`src/rtl/alu_ctrl.sv`:
```
// alu_ctrl: decodes RV32I instruction words into an ALU control word behind a
// valid/ready handshake with one cycle of latency.
//
// Ports:
//   clk        clock, all state updates on the rising edge
//   rst        asynchronous active-high reset
//   in_valid   instr is valid this cycle
//   in_ready   block accepts instr this cycle
//   instr      RV32I instruction word
//   out_valid  decoded control word is valid
//   out_ready  downstream accepts the control word
//   sel_alu    ALU op (IN2, ADD, SUB, AND, OR, XOR, SHL, SHRL, SHRA, COMPU, COMPS)
//   asel       operand A source: 0 = rs1, 1 = pc
//   bsel       operand B source: 0 = rs2, 1 = imm
//   imm        decoded immediate
//   illegal    instruction not decodable to an ALU op
//
// Build option: define ALU_CTRL_SKID_EN for a 2-entry skid buffer with a
// registered in_ready; otherwise a single output register is used and
// in_ready is combinational (!out_valid || out_ready).
module alu_ctrl (
  input  logic        clk,
  input  logic        rst,
  input  logic        in_valid,
  output logic        in_ready,
  input  logic [31:0] instr,
  output logic        out_valid,
  input  logic        out_ready,
  output logic [3:0]  sel_alu,
  output logic        asel,
  output logic        bsel,
  output logic [31:0] imm,
  output logic        illegal
);

  localparam logic [3:0] AluIn2  = 4'b0000;
  localparam logic [3:0] AluAdd  = 4'b0001;
  localparam logic [3:0] AluSub  = 4'b0010;
  localparam logic [3:0] AluAnd  = 4'b0011;
  localparam logic [3:0] AluOr   = 4'b0100;
  localparam logic [3:0] AluXor  = 4'b0101;
  localparam logic [3:0] AluShl  = 4'b0110;
  localparam logic [3:0] AluShrl = 4'b0111;
  localparam logic [3:0] AluShra = 4'b1000;
  localparam logic [3:0] AluCompu = 4'b1001;
  localparam logic [3:0] AluComps = 4'b1010;

  localparam logic [6:0] OpcOp    = 7'b0110011;
  localparam logic [6:0] OpcOpImm = 7'b0010011;
  localparam logic [6:0] OpcLui   = 7'b0110111;
  localparam logic [6:0] OpcAuipc = 7'b0010111;
  localparam logic [6:0] OpcLoad  = 7'b0000011;
  localparam logic [6:0] OpcStore = 7'b0100011;
  localparam logic [6:0] OpcBranch = 7'b1100011;

  localparam logic [6:0] F7Base = 7'b0000000;
  localparam logic [6:0] F7Alt  = 7'b0100000;

  typedef struct packed {
    logic [3:0]  sel;
    logic        asel;
    logic        bsel;
    logic [31:0] imm;
    logic        illegal;
  } ctl_t;

  // ---------------------------------------------------------------------------
  // Decoder
  // ---------------------------------------------------------------------------
  logic [6:0]  opcode;
  logic [2:0]  funct3;
  logic [6:0]  funct7;
  logic [31:0] imm_i, imm_s, imm_u, imm_sh;
  logic [3:0]  f3_op;
  ctl_t        dec;

  assign opcode = instr[6:0];
  assign funct3 = instr[14:12];
  assign funct7 = instr[31:25];
  assign imm_i  = {{20{instr[31]}}, instr[31:20]};
  assign imm_s  = {{20{instr[31]}}, instr[31:25], instr[11:7]};
  assign imm_u  = {instr[31:12], 12'b0};
  assign imm_sh = {27'b0, instr[24:20]};

  // Shared funct3 -> op mapping for OP and OP-IMM.
  always_comb begin
    f3_op = AluAdd;
    unique case (funct3)
      3'b000: f3_op = AluAdd;
      3'b001: f3_op = AluShl;
      3'b010: f3_op = AluComps;
      3'b011: f3_op = AluCompu;
      3'b100: f3_op = AluXor;
      3'b101: f3_op = AluShrl;
      3'b110: f3_op = AluOr;
      3'b111: f3_op = AluAnd;
      default: f3_op = AluAdd;
    endcase
  end

  always_comb begin
    dec         = '0;
    dec.illegal = 1'b1;
    unique case (opcode)
      OpcOp: begin
        if (funct7 == F7Base) begin
          dec.sel     = f3_op;
          dec.illegal = 1'b0;
        end else if (funct7 == F7Alt && funct3 == 3'b000) begin
          dec.sel     = AluSub;
          dec.illegal = 1'b0;
        end else if (funct7 == F7Alt && funct3 == 3'b101) begin
          dec.sel     = AluShra;
          dec.illegal = 1'b0;
        end
      end
      OpcOpImm: begin
        dec.bsel = 1'b1;
        if (funct3 == 3'b001) begin
          dec.sel     = AluShl;
          dec.imm     = imm_sh;
          dec.illegal = (funct7 != F7Base);
        end else if (funct3 == 3'b101) begin
          dec.sel     = (funct7 == F7Alt) ? AluShra : AluShrl;
          dec.imm     = imm_sh;
          dec.illegal = (funct7 != F7Base) && (funct7 != F7Alt);
        end else begin
          dec.sel     = f3_op;
          dec.imm     = imm_i;
          dec.illegal = 1'b0;
        end
      end
      OpcLui: begin
        dec.sel     = AluIn2;
        dec.bsel    = 1'b1;
        dec.imm     = imm_u;
        dec.illegal = 1'b0;
      end
      OpcAuipc: begin
        dec.sel     = AluAdd;
        dec.asel    = 1'b1;
        dec.bsel    = 1'b1;
        dec.imm     = imm_u;
        dec.illegal = 1'b0;
      end
      OpcLoad: begin
        dec.sel     = AluAdd;
        dec.bsel    = 1'b1;
        dec.imm     = imm_i;
        dec.illegal = 1'b0;
      end
      OpcStore: begin
        dec.sel     = AluAdd;
        dec.bsel    = 1'b1;
        dec.imm     = imm_s;
        dec.illegal = 1'b0;
      end
      OpcBranch: begin
        dec.illegal = 1'b0;
        case (funct3)
          3'b000, 3'b001: dec.sel = AluSub;
          3'b100, 3'b101: dec.sel = AluComps;
          3'b110, 3'b111: dec.sel = AluCompu;
          default:        dec.illegal = 1'b1;
        endcase
      end
      default: dec.illegal = 1'b1;
    endcase
    // Illegal words present an all-zero control word.
    if (dec.illegal) begin
      dec         = '0;
      dec.illegal = 1'b1;
    end
  end

  // ---------------------------------------------------------------------------
  // Output buffering
  // ---------------------------------------------------------------------------
  logic out_valid_q, out_valid_d;
  ctl_t out_q, out_d;
  logic in_fire;

`ifdef ALU_CTRL_SKID_EN
  logic skid_valid_q, skid_valid_d;
  ctl_t skid_q, skid_d;
  logic in_ready_q, in_ready_d;

  assign in_ready = in_ready_q;
  assign in_fire  = in_valid && in_ready_q;

  always_comb begin
    out_valid_d  = out_valid_q;
    out_d        = out_q;
    skid_valid_d = skid_valid_q;
    skid_d       = skid_q;
    if (skid_valid_q) begin
      // Input is closed; drain the skid entry into the output when it moves.
      if (out_ready) begin
        out_d        = skid_q;
        skid_valid_d = 1'b0;
      end
    end else if (out_valid_q && !out_ready) begin
      // Output stalled: one more word can be parked.
      if (in_fire) begin
        skid_d       = dec;
        skid_valid_d = 1'b1;
      end
    end else if (in_fire) begin
      out_d       = dec;
      out_valid_d = 1'b1;
    end else if (out_ready) begin
      out_valid_d = 1'b0;
    end
    in_ready_d = !skid_valid_d;
  end

  always_ff @(posedge clk or posedge rst) begin
    if (rst) begin
      out_valid_q  <= 1'b0;
      out_q        <= '0;
      skid_valid_q <= 1'b0;
      skid_q       <= '0;
      in_ready_q   <= 1'b1;
    end else begin
      out_valid_q  <= out_valid_d;
      out_q        <= out_d;
      skid_valid_q <= skid_valid_d;
      skid_q       <= skid_d;
      in_ready_q   <= in_ready_d;
    end
  end
`else
  assign in_ready = !out_valid_q || out_ready;
  assign in_fire  = in_valid && in_ready;

  always_comb begin
    out_valid_d = out_valid_q;
    out_d       = out_q;
    if (in_fire) begin
      out_d       = dec;
      out_valid_d = 1'b1;
    end else if (out_ready) begin
      out_valid_d = 1'b0;
    end
  end

  always_ff @(posedge clk or posedge rst) begin
    if (rst) begin
      out_valid_q <= 1'b0;
      out_q       <= '0;
    end else begin
      out_valid_q <= out_valid_d;
      out_q       <= out_d;
    end
  end
`endif

  assign out_valid = out_valid_q;
  assign sel_alu   = out_q.sel;
  assign asel      = out_q.asel;
  assign bsel      = out_q.bsel;
  assign imm       = out_q.imm;
  assign illegal   = out_q.illegal;

endmodule

```
`config.mk`:
```
export PLATFORM = sky130hd
export DESIGN_NAME = alu_ctrl
export DESIGN_NICKNAME = d
export VERILOG_FILES = /design/src/rtl/alu_ctrl.sv
export SDC_FILE = /design/constraint.sdc
export NUM_CORES = 1
export LEC_CHECK = 0
export ABC_AREA = 1
export ABC_CLOCK_PERIOD_IN_PS = 1600
export CORE_MARGIN = 2
export CORE_UTILIZATION = 46
export DETAILED_ROUTE_END_ITERATION = 10
export MAX_ROUTING_LAYER = met4
export PLACE_DENSITY_LB_ADDON = 0.12
export SLEW_MARGIN = 20
export SYNTH_ARGS = -nofsm -noshare
export SYNTH_HDL_FRONTEND = slang
export SYNTH_SLANG_ARGS = --single-unit
export TNS_END_PERCENT = 30
```
`constraint.sdc`:
```
create_clock -name clk -period 1.6 [get_ports clk]
set_input_delay 0.48 -clock clk [delete_from_list [all_inputs] [get_ports clk]]
set_output_delay 0.48 -clock clk [all_outputs]
set_load 0.05 [all_outputs]
```
Word level (Yosys, flattened, before mapping). Memories as Yosys holds them, arrays and structs flattened. Index checks and enable logic that the tools add are counted.

Magnitude comparators: 0. Reduce and logical (&&, ||, !) cells: 17. Multipliers: 0. Bitwise gates (word level): 0. Equality and inequality tests: 14. Multiplexer cells: 20. Shift operators: 0. Divide/modulo/power cells: 0. Add/sub/neg operators: 0.

Operator list (count): $pmux W33 S4 (1); $mux W33 (2); $mux W39 (1); $eq A7 B6 Y1 const B (4); $mux W4 (6); $pmux W4 S4 (1); $eq A7 B5 Y1 const B (2); $eq A3 B3 Y1 const B (4); $pmux W4 S3 (1); $reduce_or A2 Y1 (4); $eq A7 B2 Y1 const B (1); $eq A7 B7 Y1 const B (1); $logic_not A7 Y1 (1); $mux W1 (7); $ne A7 B6 Y1 const B (1); $reduce_bool A7 Y1 (1); $reduce_or A6 Y1 (1); $logic_and A1 B1 Y1 (4); $pmux W1 S4 (1); $reduce_or A4 Y1 (1); $eq A3 B1 Y1 const B (1); $logic_not A3 Y1 (1); $reduce_or A3 Y1 (1); $reduce_bool A2 Y1 (1); 2 further kinds (2).

Latch bits: 0. Logic and storage cells: 58. Bits of input ports: 36. Bits in registers: 40. Output and inout bits: 41. Memory bits (writable): 0. Memories kept: 1. Memory bits (read-only): 32.

Memories: (name not given) (words 8, width 4, rd ports 1, clocked after Yosys merged registers in 0, write ports 0, line 88) `unique case (funct3)`.

Logic depth before layout (Yosys ltp).
Depth in word-level cells: 7. Depth in mapped cells: 11. Mapped depth without buffers: 11.

Least setup slack after synthesis. Ideal clock, no wire load.

Kind: register to register. Start point: register out_valid_q (netlist: out_valid). End point: register out_q (netlist bit imm[12]). Cell stages (with the launch flop): 7. Path slack: -0.420 ns. Arrival: 1.900 ns. Required time: 1.480 ns. Cells stage by stage: dfrtp_1 -> nand2_1 -> nand2_1 -> clkinv_1 -> buf_1 -> o21ai_1 -> nand2_1.

Word-level cells in the longest chain between the ends: 3.

Ends and longest elaborated chain: from (decl) (line 179) `logic out_valid_q, out_valid_d;`; from (signal assigned) (line 252) `out_valid_q <= out_valid_d;`; $logic_not A1 Y1 (line 233) `assign in_ready = !out_valid_q || out_ready;`; $logic_or A1 B1 Y1 (line 233); named net in_ready (line 25) `output logic in_ready,`; $logic_and A1 B1 Y1 (line 234) `assign in_fire = in_valid && in_ready;`; to (signal assigned) (line 253) `out_q <= out_d;`; to (decl) (line 180) `ctl_t out_q, out_d;`.

The timed path passes the listed nets, and every way through them passes these cells. A chain may end at the register's enable or synchronous reset.

Worst setup path in the final report.
Start point: input port instr[28]. End point: register out_q (netlist bit sel_alu[2]).

Word-level cells in the longest chain between the ends: 7. Elaborated cells between the ends (all ways): 20.

Ends and longest elaborated chain: from (decl) (line 26) `input logic [31:0] instr,`; $eq A7 B6 Y1 (line 109, 112, 124); $logic_and A1 B1 Y1 (line 112) `end else if (funct7 == F7Alt && funct3 == 3'b101) begin`; $mux W1 (line 112); $mux W1 (line 109) `end else if (funct7 == F7Alt && funct3 == 3'b000) begin`; $mux W1 (line 106) `if (funct7 == F7Base) begin`; $pmux W1 S4 (line 104) `unique case (opcode)`; $mux W39 * (line 170) `if (dec.illegal) begin`.

Mark *: on every way between the ends. The rest lies on a longest branch, timed or not.

==> impl_metrics.py <==
metrics = {
    "place": {
        "pre_cts_ws_ns": -0.626,
        "routabilityCongestion": 0.874,
        "numPortBuffers": 76,
        "dp_hpwl_mm": 5.75,
    },
    "die": {
        "core_area_um2": 5070,
        "pin_count": 77,
        "std_cell_rows": 26,
        "initial_core_util_pct": 47.1,
        "die_y_um": 76.1,
        "die-area_um2": 5790,
        "die_w_um": 76.1,
    },
    "status": {
        "status": "complete, but fails checks",
        "violations": "negative setup slack",
    },
    "clock_network": {
        "clk_pin_slew_worst_paths_ns": 0.09,
        "cts_made_buffers": 5,
        "clock_path_buffers": 2,
        "holdBufCountCts": 0,
        "cts_max_level": 2,
        "insertion_delay_ns": 0.30,
        "root_buffer": "clkbuf_8",
        "cts_sinks": 40,
        "cts_tree": "built",
    },
    "sta": {
        "min_period_ns": 1.61,
        "relSlewSlack_pct": 75.1,
        "worst_slack_ns": -0.00568,
        "fin_worst_skew_ns": 0.00710,
        "tns_ns": -0.00568,
        "post-route-period-util_pct": 100,
        "fmax_mhz": 623,
        "report.final.slew_viol_count": 0,
        "finalSetupViolations": 1,
        "hold_viol": 0,
        "worstMarginPinSlew_ns": 0.369,
        "rsz0062_at_grt": "true",
    },
    "finish": {
        "syn_to_final_growth_pct": 83.2,
        "layout_common_cells": "nand2_1, buf_12, buf_4",
        "drive_gt1_share_pct": 38.7,
        "nets": 492,
        "layout_commonest_cell": "nand2_1",
        "antenna_cells": 0,
    },
    "drt": {
        "num_vias": 2836,
        "antenna_left": 0,
        "post_drt_via_cell_ratio": 5.43,
        "drt_iter0_drc": 229,
        "wl_per_cell_um": 16.5,
        "wl_mm": 8.63,
        "drc": 0,
        "first_pass_iters": 5,
    },
    "setup_path": {
        "r2r_cells": 7,
        "path_max_fanout": 5,
        "crit_arrival_ns": 1.84,
        "endpoint_kind": "flip-flop",
        "worst-setup-path-type": "input port to flip-flop",
        "cp.required_ns": 1.84,
        "critPathLaunchType": "input port",
    },
    "pwr": {
        "p_per_area_nw_per_um2": 572,
        "ir_drop_mv": 0.542,
        "power.leakage_nw": 2.27,
    },
    "job": {
        "drv_cap": 0,
    },
    "synthesis": {
        "yosys_warnings": 0,
        "avgSynthCellArea_um2": 7.36,
        "syn_inst": 325,
        "synth_seq_area_share_pct": 41.9,
        "synth_area_um2": 2390,
        "ys_types": 30,
        "synth_seq_cells": 40,
        "syn-num-nets": 366,
    },
    "global_route": {
        "antenna_found_initial": 0,
        "grt_max_degree": 41,
        "grt_overflow": 0,
        "grt_pass1_vias": 3020,
        "grt_pass1_wl_mm": 14.2,
        "grt_use_total_pct": 31.6,
    },
    "worst_hold_path": {
        "hold_path_class": "input port to flip-flop",
        "worstHoldPathCells": 3,
    },
}
final timing paths:
| kind | start | to | slack, ns |
|---|---|---|---|
| min | instr[30] | imm[10] | 0.49 |
| max in group asynchronous | rst | out_valid | 0.83 |
| min reg2reg | imm[7] | imm[7] | 0.55 |
| max | instr[28] | sel_alu[2] | -0.006 |
| max reg2reg | out_valid | imm[22] | 0.17 |
| min in group asynchronous | rst | imm[10] | 0.56 |
synthesized netlist by cell type, drive strengths merged:
| master | n | area [um2] |
|---|---|---|
| nor3 | 2 | 10.0 |
| o211ai | 1 | 7.51 |
| clkinv | 1 | 3.75 |
| a21oi | 1 | 5.00 |
| nand3 | 29 | 150 |
| nand4 | 4 | 40.0 |
| nor2 | 19 | 124 |
| inv | 35 | 134 |
| ha | 5 | 62.6 |
| buf | 5 | 32.5 |
| dfrtp | 40 | 1000 |
| o211a | 1 | 10.0 |
| o21ai | 53 | 303 |
| clkbuf | 6 | 23.8 |
| nand2 | 123 | 484 |
logic make-up (layout without fill, tap and decap cells):
kind of cell | Yosys count | count (layout) | share of synthesized area, %
adder cells (fa/ha/maj) | 5 | 5 | 2.62
AO/OA/AOI/OAI | 56 | 56 | 13.6
AND/OR/NAND/NOR | 177 | 179 | 33.8
flip-flops | 40 | 40 | 41.9
buffers and inverters | 47 | 172 | 8.11
metal layers:
metal	up-vias	routed length, um	track usage [%]
met5	-	0	-
met4	0	319	13.8
met3	27	539	5.92
met2	147	4500	54.9
met1	1366	3280	35.7
li1	1296	-	-
critical path, stage by stage:
cell           delay (ns)
dlygate4sd2_1        0.26
nor2_1               0.15
nand2_2              0.13
nor2_4               0.15
o21ai_1              0.09
nand3_2              0.09
nand2_4              0.09
nor2_4               0.21
nand3_1              0.11
nand2_1              0.08
per-stage QoR:
| stage | util (%) | std cells | hold slack, ns | area (um2) | power, mW |
|---|---|---|---|---|---|
| floorplan | - | 325 | 0.618 | 2400 | 1.29 |
| global placement | 78.4 | 502 | 0.524 | 3980 | 1.61 |
| detailed placement | 78.4 | 502 | 0.527 | 3980 | 1.63 |
| CTS | 84.3 | 518 | 0.548 | 4280 | 2.47 |
| global route | 86.3 | 522 | 0.511 | 4380 | 2.58 |
| finish | 86.3 | 522 | 0.492 | 4380 | 2.50 |
where the power goes:
| part | internal [mW] | leakage (nW) | switching (mW) |
|---|---|---|---|
| Combinational | 0.273 | 1.66 | 0.329 |
| Sequential | 1.03 | 0.551 | 0.0239 |
| Clock | 0.464 | 0.0552 | 0.385 |
| Total | 1.77 | 2.27 | 0.738 |
state kept, by name, indices dropped and copies added, names as in the netlist:
name	cells
sel_alu	4
bsel	1
imm	32
out_valid	1
asel	1
illegal	1
cell type report:
type / count / area (um2)
Clock buffer: 6 / 72.6
Clock inverter: 2 / 35.0
Fill cell: 264 / 694
Inverter: 36 / 140
Multi-Input combinational cell: 240 / 1420
Sequential cell: 40 / 1000
Tap cell: 70 / 87.6
Timing Repair Buffer: 128 / 1620
repair_timing:
item,CTS,global route
buffers inserted,6,4
hold endpoints to repair,0,0
setup endpoints to repair,38,30
pin swaps,17,15
gates cloned,2,0
resized for setup,58,27
Power figures use the tool's default switching activity.
